==> src/rtl/sram16_pkg.sv <==
// sram16_pkg: shared types and constants for the 16-bit SRAM responder.
package sram16_pkg;

  typedef enum logic [1:0] {
    IDLE   = 2'd0,
    SETUP  = 2'd1,
    STROBE = 2'd2,
    DONE   = 2'd3
  } state_t;

  // Half-word select: low half carries CPU lanes 0/1, high half lanes 2/3.
  localparam logic HALF_LO = 1'b0;
  localparam logic HALF_HI = 1'b1;

  // Within a half's 2-bit slice of wren, bit 0 drives LB and bit 1 drives UB.
  localparam int LANE_LB = 0;
  localparam int LANE_UB = 1;

  // A read always needs both halves; a write needs a half only if one of
  // its two byte lanes is enabled.
  function automatic logic half_needed(input logic [3:0] mask, input logic half);
    logic need;
    need = 1'b1;
    if (mask != 4'h0) begin
      need = half ? (|mask[3:2]) : (|mask[1:0]);
    end
    return need;
  endfunction

endpackage

==> src/rtl/sram16_responder.sv <==
// sram16_responder: bridges a 32-bit lane-aligned CPU request onto an
// asynchronous 16-bit SRAM using one or two half-word access cycles.
// Optional build macro SRAM16_RDBUF_EN adds a one-entry read buffer.
module sram16_responder
  import sram16_pkg::*;
#(
  parameter int ADDR_W      = 18,
  parameter int WAIT_CYCLES = 0
) (
  input  logic              clk,
  input  logic              rst_n,
  input  logic              req,
  input  logic [ADDR_W-2:0] addr,
  input  logic [3:0]        wren,
  input  logic [31:0]       wdata,
  output logic [31:0]       rdata,
  output logic              ack,
  output logic              busy,
  output logic [ADDR_W-1:0] sram_addr,
  output logic [15:0]       sram_dq_o,
  output logic              sram_dq_oe,
  input  logic [15:0]       sram_dq_i,
  output logic              sram_ce_n,
  output logic              sram_oe_n,
  output logic              sram_we_n,
  output logic              sram_lb_n,
  output logic              sram_ub_n
);

  localparam logic [2:0] WAIT_LAST = 3'(WAIT_CYCLES);

  state_t            state_reg, state_next;
  logic              half_reg, half_next;
  logic [2:0]        cnt_reg, cnt_next;
  logic [ADDR_W-2:0] addr_reg;
  logic [3:0]        wren_reg;
  logic [31:0]       wdata_reg;
  logic [31:0]       rdata_reg;
  logic              ack_reg, ack_next;
  logic              busy_reg, busy_next;
  logic [ADDR_W-1:0] sram_addr_reg, sram_addr_next;
  logic [15:0]       dq_o_reg, dq_o_next;
  logic              dq_oe_reg, dq_oe_next;
  logic              ce_n_reg, ce_n_next;
  logic              oe_n_reg, oe_n_next;
  logic              we_n_reg, we_n_next;
  logic              lb_n_reg, lb_n_next;
  logic              ub_n_reg, ub_n_next;
  logic              rd_hit;
  logic              rd_cap;
  logic              strobe_last;

  // In IDLE the request is still on the inputs; afterwards use the latched copy,
  // so the SETUP outputs can be registered on the accepting edge.
  logic [ADDR_W-2:0] cur_addr;
  logic [3:0]        cur_wren;
  logic [31:0]       cur_wdata;
  logic              cur_write;

  assign cur_addr    = (state_reg == IDLE) ? addr  : addr_reg;
  assign cur_wren    = (state_reg == IDLE) ? wren  : wren_reg;
  assign cur_wdata   = (state_reg == IDLE) ? wdata : wdata_reg;
  assign cur_write   = (cur_wren != 4'h0);
  assign strobe_last = (state_reg == STROBE) && (cnt_reg == WAIT_LAST);
  assign rd_cap      = strobe_last && (wren_reg == 4'h0);

`ifdef SRAM16_RDBUF_EN
  // The buffer keeps only valid + tag: every completed read fills it and
  // rdata always holds the last read result, so rdata is the buffered data.
  logic              buf_valid_reg;
  logic [ADDR_W-2:0] buf_tag_reg;

  assign rd_hit = (wren == 4'h0) && buf_valid_reg && (buf_tag_reg == addr);

  // Track the buffered word address; writes to it invalidate the entry.
  always_ff @(posedge clk) begin
    if (!rst_n) begin
      buf_valid_reg <= 1'b0;
      buf_tag_reg   <= '0;
    end else if ((state_reg == IDLE) && req && (wren != 4'h0) && (buf_tag_reg == addr)) begin
      buf_valid_reg <= 1'b0;
    end else if (strobe_last && (wren_reg == 4'h0) && (state_next == DONE)) begin
      buf_valid_reg <= 1'b1;
      buf_tag_reg   <= addr_reg;
    end
  end
`else
  assign rd_hit = 1'b0;
`endif

  // Next-state logic: half sequencing and strobe wait counter.
  always_comb begin
    state_next = state_reg;
    half_next  = half_reg;
    cnt_next   = cnt_reg;
    case (state_reg)
      IDLE: begin
        if (req) begin
          if (rd_hit) begin
            state_next = DONE;
          end else begin
            state_next = SETUP;
            half_next  = half_needed(wren, HALF_LO) ? HALF_LO : HALF_HI;
          end
        end
      end
      SETUP: begin
        state_next = STROBE;
        cnt_next   = 3'd0;
      end
      STROBE: begin
        if (cnt_reg == WAIT_LAST) begin
          if ((half_reg == HALF_LO) && half_needed(wren_reg, HALF_HI)) begin
            state_next = SETUP;
            half_next  = HALF_HI;
          end else begin
            state_next = DONE;
          end
        end else begin
          cnt_next = cnt_reg + 3'd1;
        end
      end
      DONE: state_next = IDLE;
      default: state_next = IDLE;
    endcase
  end

  // Output decode from the next state; registered below so pins never glitch.
  always_comb begin
    logic [1:0] lane_mask;
    lane_mask      = half_next ? cur_wren[3:2] : cur_wren[1:0];
    sram_addr_next = sram_addr_reg;
    dq_o_next      = dq_o_reg;
    dq_oe_next     = 1'b0;
    ce_n_next      = 1'b1;
    oe_n_next      = 1'b1;
    we_n_next      = 1'b1;
    lb_n_next      = 1'b1;
    ub_n_next      = 1'b1;
    busy_next      = (state_next != IDLE);
    ack_next       = (state_next == DONE);
    case (state_next)
      SETUP: begin
        sram_addr_next = {cur_addr, half_next};
        ce_n_next      = 1'b0;
        if (cur_write) begin
          dq_o_next  = half_next ? cur_wdata[31:16] : cur_wdata[15:0];
          dq_oe_next = 1'b1;
        end
      end
      STROBE: begin
        ce_n_next = 1'b0;
        if (cur_write) begin
          dq_oe_next = 1'b1;
          we_n_next  = 1'b0;
          lb_n_next  = ~lane_mask[LANE_LB];
          ub_n_next  = ~lane_mask[LANE_UB];
        end else begin
          oe_n_next = 1'b0;
          lb_n_next = 1'b0;
          ub_n_next = 1'b0;
        end
      end
      DONE: begin
        // Keep driving write data one edge past the final we_n rise; the
        // address is simply held. Between halves the address moves on the
        // same edge as we_n rises, which async SRAMs accept (zero tWR).
        dq_oe_next = cur_write && (state_reg != IDLE);
      end
      default: ;
    endcase
  end

  // State, request latch, read capture and registered SRAM controls.
  always_ff @(posedge clk) begin
    if (!rst_n) begin
      state_reg     <= IDLE;
      half_reg      <= HALF_LO;
      cnt_reg       <= 3'd0;
      addr_reg      <= '0;
      wren_reg      <= 4'h0;
      wdata_reg     <= 32'h0;
      rdata_reg     <= 32'h0;
      ack_reg       <= 1'b0;
      busy_reg      <= 1'b0;
      sram_addr_reg <= '0;
      dq_o_reg      <= 16'h0;
      dq_oe_reg     <= 1'b0;
      ce_n_reg      <= 1'b1;
      oe_n_reg      <= 1'b1;
      we_n_reg      <= 1'b1;
      lb_n_reg      <= 1'b1;
      ub_n_reg      <= 1'b1;
    end else begin
      state_reg     <= state_next;
      half_reg      <= half_next;
      cnt_reg       <= cnt_next;
      ack_reg       <= ack_next;
      busy_reg      <= busy_next;
      sram_addr_reg <= sram_addr_next;
      dq_o_reg      <= dq_o_next;
      dq_oe_reg     <= dq_oe_next;
      ce_n_reg      <= ce_n_next;
      oe_n_reg      <= oe_n_next;
      we_n_reg      <= we_n_next;
      lb_n_reg      <= lb_n_next;
      ub_n_reg      <= ub_n_next;
      if ((state_reg == IDLE) && req) begin
        addr_reg  <= addr;
        wren_reg  <= wren;
        wdata_reg <= wdata;
      end
      if (rd_cap) begin
        if (half_reg == HALF_HI) begin
          rdata_reg[31:16] <= sram_dq_i;
        end else begin
          rdata_reg[15:0] <= sram_dq_i;
        end
      end
    end
  end

  assign rdata      = rdata_reg;
  assign ack        = ack_reg;
  assign busy       = busy_reg;
  assign sram_addr  = sram_addr_reg;
  assign sram_dq_o  = dq_o_reg;
  assign sram_dq_oe = dq_oe_reg;
  assign sram_ce_n  = ce_n_reg;
  assign sram_oe_n  = oe_n_reg;
  assign sram_we_n  = we_n_reg;
  assign sram_lb_n  = lb_n_reg;
  assign sram_ub_n  = ub_n_reg;

endmodule

==> config.mk <==
export PLATFORM = sky130hd
export DESIGN_NAME = sram16_responder
export DESIGN_NICKNAME = d
export VERILOG_FILES = /design/src/rtl/sram16_pkg.sv /design/src/rtl/sram16_responder.sv
export SDC_FILE = /design/constraint.sdc
export NUM_CORES = 1
export LEC_CHECK = 0
export ABC_CLOCK_PERIOD_IN_PS = 3200
export CORE_ASPECT_RATIO = 1.5
export CORE_UTILIZATION = 45
export CTS_BUF_LIST = sky130_fd_sc_hd__clkbuf_8
export CTS_CLUSTER_SIZE = 14
export DETAILED_ROUTE_END_ITERATION = 16
export DONT_BUFFER_PORTS = 1
export PLACE_DENSITY = 0.67
export RECOVER_POWER = 100
export SKIP_CTS_REPAIR_TIMING = 1
export SLEW_MARGIN = 20
export SYNTH_ARGS = -nofsm -noshare
export SYNTH_HDL_FRONTEND = slang
export SYNTH_SLANG_ARGS = --single-unit
==> constraint.sdc <==
create_clock -name clk -period 3.2 [get_ports clk]
set_input_delay 0.64 -clock clk [delete_from_list [all_inputs] [get_ports clk]]
set_output_delay 0.64 -clock clk [all_outputs]
set_load 0.05 [all_outputs]
## Word-level counts from Yosys, hierarchy flattened

Index checks and enable logic that the tools add are counted.

| storage, ports and cells | value |
|---|---|
| register bits after elaboration | 133 |
| input port bits | 72 |

| operators by class | value |
|---|---|
| add/sub/neg operators | 1 |
| equality and inequality tests | 7 |
| muxes and demuxes | 28 |
| reduce and logical (&&, ||, !) cells | 22 |
| bitwise gates (word level) | 3 |

Operators with widths:

| kind | count |
|---|---|
| $mux 32 | 1 |
| $mux 17 | 1 |
| $mux 16 | 1 |
| $mux 1 | 15 |
| $reduce_bool 4->1 | 3 |
| $reduce_and 2->1 | 5 |
| $eq 2x2->1 const B | 4 |
| $mux 2 | 4 |
| $pmux 2 s4 | 1 |
| $pmux 3 s2 | 1 |
| $reduce_bool 2->1 | 3 |
| $reduce_or 2->1 | 3 |
| $logic_and 1x1->1 | 5 |
| $eq 2x1->1 const B | 2 |
| $logic_not 4->1 | 1 |
| $mux 4 | 1 |
| $pmux 1 s2 | 2 |
| $add 3x1->3 const B | 1 |
| $logic_not 3->1 | 1 |
| $mux 3 | 1 |
| $not 1->1 | 3 |
| $logic_not 2->1 | 1 |
| $ne 2x2->1 const B | 1 |

## Depth between registers and ports, before layout

| logic depth | value |
|---|---|
| word-level depth | 11 |
| depth in mapped cells | 12 |

## Worst setup path after synthesis

Ideal clock, no wire load.

| timing | value |
|---|---|
| path kind | reg-to-reg |
| start point | reg cnt_reg[0] |
| end point | reg dq_o_reg[10] (netlist: sram_dq_o[10]) |
| cell stages (with the launch flop) | 13 |
| setup time | 117 ps |
| path buffers | 2 |
| data required time | 3083 ps |
| setup slack | 890 ps |
| arrival | 2193 ps |
| path through | dfxtp_1 -> inv_1 -> ha_1 -> nor2b_1 -> o31ai_1 -> o211ai_1 -> o21ai_0 -> inv_1 -> ha_1 -> clkbuf_1 -> a21boi_2 -> buf_2 -> a32o_1 |

| on the way | value |
|---|---|
| longest elaborated chain between the ends | 5 |
| elaborated cells between the ends (all ways) | 8 |
| classes of those cells | eq/ne (1); mux (5); reduce/logical (2) |

Ends and longest elaborated chain:

| item | line | source |
|---|---|---|
| from (decl) | sram16_responder.sv:34 | `logic [2:0] cnt_reg, cnt_next;` |
| from (signal assigned) | sram16_responder.sv:197 | `cnt_reg <= cnt_next;` |
| $logic_not 3->1 | sram16_responder.sv:112 | `if (cnt_reg == WAIT_LAST) begin` |
| $mux 2 | sram16_responder.sv:112 |  |
| $pmux 2 s4 | sram16_responder.sv:96 | `case (state_reg)` |
| via state_next[1] | sram16_responder.sv:32 | `state_t state_reg, state_next;` |
| $eq 2x1->1 | sram16_responder.sv:142 | `case (state_next)` |
| $reduce_and 2->1 (no line) | - |  |
| to (signal assigned) | sram16_responder.sv:201 | `dq_o_reg <= dq_o_next;` |
| to (decl) | sram16_responder.sv:42 | `logic [15:0] dq_o_reg, dq_o_next;` |

The timed path passes the listed nets, and every way through them passes these cells.
A chain may end at the register's enable or synchronous reset.

## Final worst setup path

| timing | value |
|---|---|
| start point | reg state_reg[0] |
| end point | reg sram_addr_reg[0] (netlist: sram_addr[0]) |

| on the way | value |
|---|---|
| longest elaborated chain between the ends | 3 |
| elaborated cells between the ends (all ways) | 9 |
| classes of those cells | eq/ne (4); mux (4); reduce/logical (1) |

Ends and longest elaborated chain:

| item | line | source |
|---|---|---|
| from (decl) | sram16_responder.sv:32 |  |
| from (signal assigned) | sram16_responder.sv:195 | `state_reg <= state_next;` |
| $eq 2x2->1 (tied with other cells) | sram16_responder.sv:96 |  |
| $pmux 2 s4 * | sram16_responder.sv:96 |  |
| via state_next[0] | sram16_responder.sv:32 |  |
| $eq 2x1->1 * | sram16_responder.sv:142 |  |
| to (signal assigned) | sram16_responder.sv:200 | `sram_addr_reg <= sram_addr_next;` |
| to (decl) | sram16_responder.sv:41 | `logic [ADDR_W-1:0] sram_addr_reg, sram_addr_next;` |

The timed path passes the listed nets; every way through them passes the cells marked *.

==> metrics.md <==
| Metric | Value |
|---|---|
| Status | completed |
| Vias | approximately 4500 |
| Power per Cell Area | between 600 and 700 nW/um2 |
| Routed Antenna Nets | 0 |
| Initial DRC Count | about 190 |
| Tightest hold margin | 0.3023 ns |
| DRC viols | 0 |
| Clock slew at reported path FFs | 0.08 ns |
| Mapped Area | a little under 6000 um2 |
| WL final | around 14000 um |
| Tcrit/Tclk final | 86.86% |
| Worst Setup SP | state_reg[0] |
| Hold WC Path Type | in -> reg |
| Max VDD drop | ~0.35 mV |
| Clk_skew | 0.01590 ns |
| Post-DR vias/cell | about 5.7 |
| DIE HEIGHT | between 100 and 150 um |
| CP arrival | ~3.1 ns |
| Part of the power in combinational logic | 12.7% |
| RSZ-0062 raised after global routing | false |
| First-pass GRT wire length | 21360 um |
| Pre-Repair DR Iteration Count | 4 |
| Sequential element share of the synthesized area | between 40% and 50% |
| Clock power share | between 30 and 40% |
| Fin. Hold Viols | 0 |
| FF+latch count, synth | between 100 and 150 |
| Die width | about 95 um |
| Largest net degree at the start of global routing | 120 |
| Final RePlAce weighted congestion | between 0.7 and 0.8 |
| Area grow syn2layout | 7.026% |
| Nets@finish | 695 |
| CTS max path bufs | 2 |
| Worst slew pin tran | ~1.3 ns |
| Reg-to-reg startpoint | state_reg[0] |
| Die Footprint | 13410 um2 |
| Gr usage total | ~21% |
| Diode count | 0 |
| Row count | 50 |
| Grt total ovfl | 0 |
| Placed cell count | roughly 750 |
| Hold Path Origin | rst_n |
| Starting density of the core | ~46% |
| Post-Route Setup TNS | 0 ns |
| Clock buffer count from CTS | 17 |
| Syn Inst Count | 640 |
| Slew Limit Fails | 0 |
| Fin cells | a little under 800 |
| Crit. End Element | flip-flop |
| Sw frac | 33.29% |
| Flop pwr share | 53.8% |
| Max-cap check violation count | 0 |
| CP required | 3.55 ns |
| Vias in the first global route | roughly 4300 |
| Critical path peak fanout | 36 |
| Worst-skew pair later-pin latency | between 0.4 and 0.5 ns |
| Leakage power | roughly 2.6 nW |
| Initial antenna violation count | 0 |
| H-tree Lvls | 4 |
| Syn_area_per_cell | 9.099 um2 |
| P_sw | around 1.3 mW |
| CTS Sinks | about 130 |
| Pint | approximately 2.6 mW |
| Syn Nets | ~720 |
| Yosys Warn Count | 0 |
| Routed WL per cell | ~17 um |
| Startpoint Class | flip-flop |
| CTS tree | done |
| Clk root buf | clkbuf_8 |
| Top-level I/O count | approximately 150 |
| Yosys cell types | 39 |
| CP Class | reg -> reg |
| Timing-limited maximum frequency | about 360 MHz |
| Layout cells sized above 1 | under 10% |
| Core box area | about 13000 um2 |
| Detailed placement HPWL | just over 9000 um |
| Slew HR | approximately 15% |
| Setup Viol. Count Final | 0 |
| Final Critical Period | between 2 and 3 ns |
| Port Buf Inserts | 0 |
==> layer usage <==
layer / global-route usage, % / wire, um / up-vias
li1: - / - / 2170
met4: 8.054 / 228 / 0
met5: 0 / 0 / -
met3: 7.074 / 1042 / 15
met1: 23.95 / 5440 / 2132
met2: 34.08 / 6840 / 144
==> through the flow <==
step	instance area (um2)	util [%]	total power, mW	setup WS (ns)
final	6232	49.56	3.935	0.4206
after global routing	6232	49.56	4.119	0.1559
after CTS	6257	49.76	3.989	0.5893
after detailed placement	5881	46.77	2.662	0.6171
after global placement	5881	46.77	2.644	0.7127
after floorplan	5823	-	2.548	0.8897
==> cell usage in the layout (no fill, tap or decap), types with 2 or more instances in the layout <==
cell type   instances
and3_1              3
nor2b_1            34
clkinv_4            5
o211a_1            17
nand3b_1            3
and2_0              4
nand3_1            39
clkbuf_1            2
clkbuf_8           18
nor2_1              6
o21a_1              2
nand2b_1            5
inv_6               2
clkinvlp_4          3
clkbuf_2            2
dfxtp_1           133
mux2i_1            66
nor3_1              2
o2111ai_1           2
nand2_1           127
a21oi_1             4
o21ai_0            40
a32o_1             16
a21boi_0           54
nand4_1             2
ha_1                7
clkinv_2            3
inv_1               5
buf_4               6
==> worst max-delay path, stage by stage, from the launching register on <==
cell	delay [ns]
dfxtp_1	0.57
clkbuf_1	0.69
a21oi_1	0.23
ha_1	0.30
clkbuf_2	0.44
nand2b_1	0.29
a21boi_0	0.17
==> final timing paths <==
check | to | slack (ns) | cells past startpoint
worst max-delay path | sram_addr[0] | 0.42 | 6
worst min-delay path | sram_ce_n | 0.30 | 1
worst max register to register | sram_addr[0] | 0.42 | 6
worst min register to register | addr_reg[0] | 0.46 | 2
==> area by class of cell <==
cell class	count	area (um2)
multi-input cells	449	2917
repair buffers	10	62.56
flip-flops and latches	133	2663
fillers	1199	6342
clock inverters	14	128.9
well taps	156	195.2
clock buffers	18	247.7
inverters	5	18.77
==> synthesized netlist by cell type (all sizes together) <==
cell type | instances | area [um2]
o2111ai | 2 | 17.52
ha | 7 | 87.58
o21ai | 40 | 200.2
a32o | 16 | 160.2
a21oi | 4 | 20.02
and2 | 5 | 31.28
o211a | 17 | 170.2
a31oi | 1 | 12.51
nor4 | 1 | 21.27
nor2 | 8 | 35.03
nand2 | 128 | 480.5
clkbuf | 40 | 151.4
nand3b | 3 | 22.52
mux2i | 66 | 660.6
buf | 13 | 81.33
and3 | 3 | 18.77
inv | 5 | 18.77
or4 | 1 | 11.26
o21a | 2 | 15.01
a211oi | 1 | 7.510
nor2b | 34 | 212.7
o2bb2ai | 1 | 8.760
dfxtp | 133 | 2663
and3b | 1 | 8.760
o22ai | 1 | 6.260
a211o | 1 | 8.760
nor3 | 2 | 10.01
a21boi | 55 | 416.7
nand3 | 39 | 195.2
nand2b | 5 | 31.28
nand4 | 2 | 12.51
nand4bb | 1 | 11.26
o31ai | 1 | 7.510
o211ai | 1 | 7.510
==> power by group through the flow <==
stage / Combinational [mW] / Clock (mW) / Sequential, mW
5_1_grt: 0.555 / 1.43 / 2.13
3_5_place_dp: 0.506 / 0 / 2.16
4_1_cts: 0.507 / 1.36 / 2.12
2_1_floorplan: 0.433 / 0 / 2.12
3_3_place_gp: 0.493 / 0 / 2.15
6_report: 0.500 / 1.32 / 2.12
==> cells by family (layout without fill, tap and decap cells) <==
kind of cell / count (synthesis) / after routing / synth area share, %
buffers and inverters: 58 / 47 / 4.319
AND/OR/NAND/NOR: 233 / 233 / 18.93
multiplexers: 66 / 66 / 11.35
adder cells (fa/ha/maj): 7 / 7 / 1.504
AO/OA/AOI/OAI: 143 / 143 / 18.18
flip-flops: 133 / 133 / 45.72
Note: power is estimated with default switching activity, not from simulation.
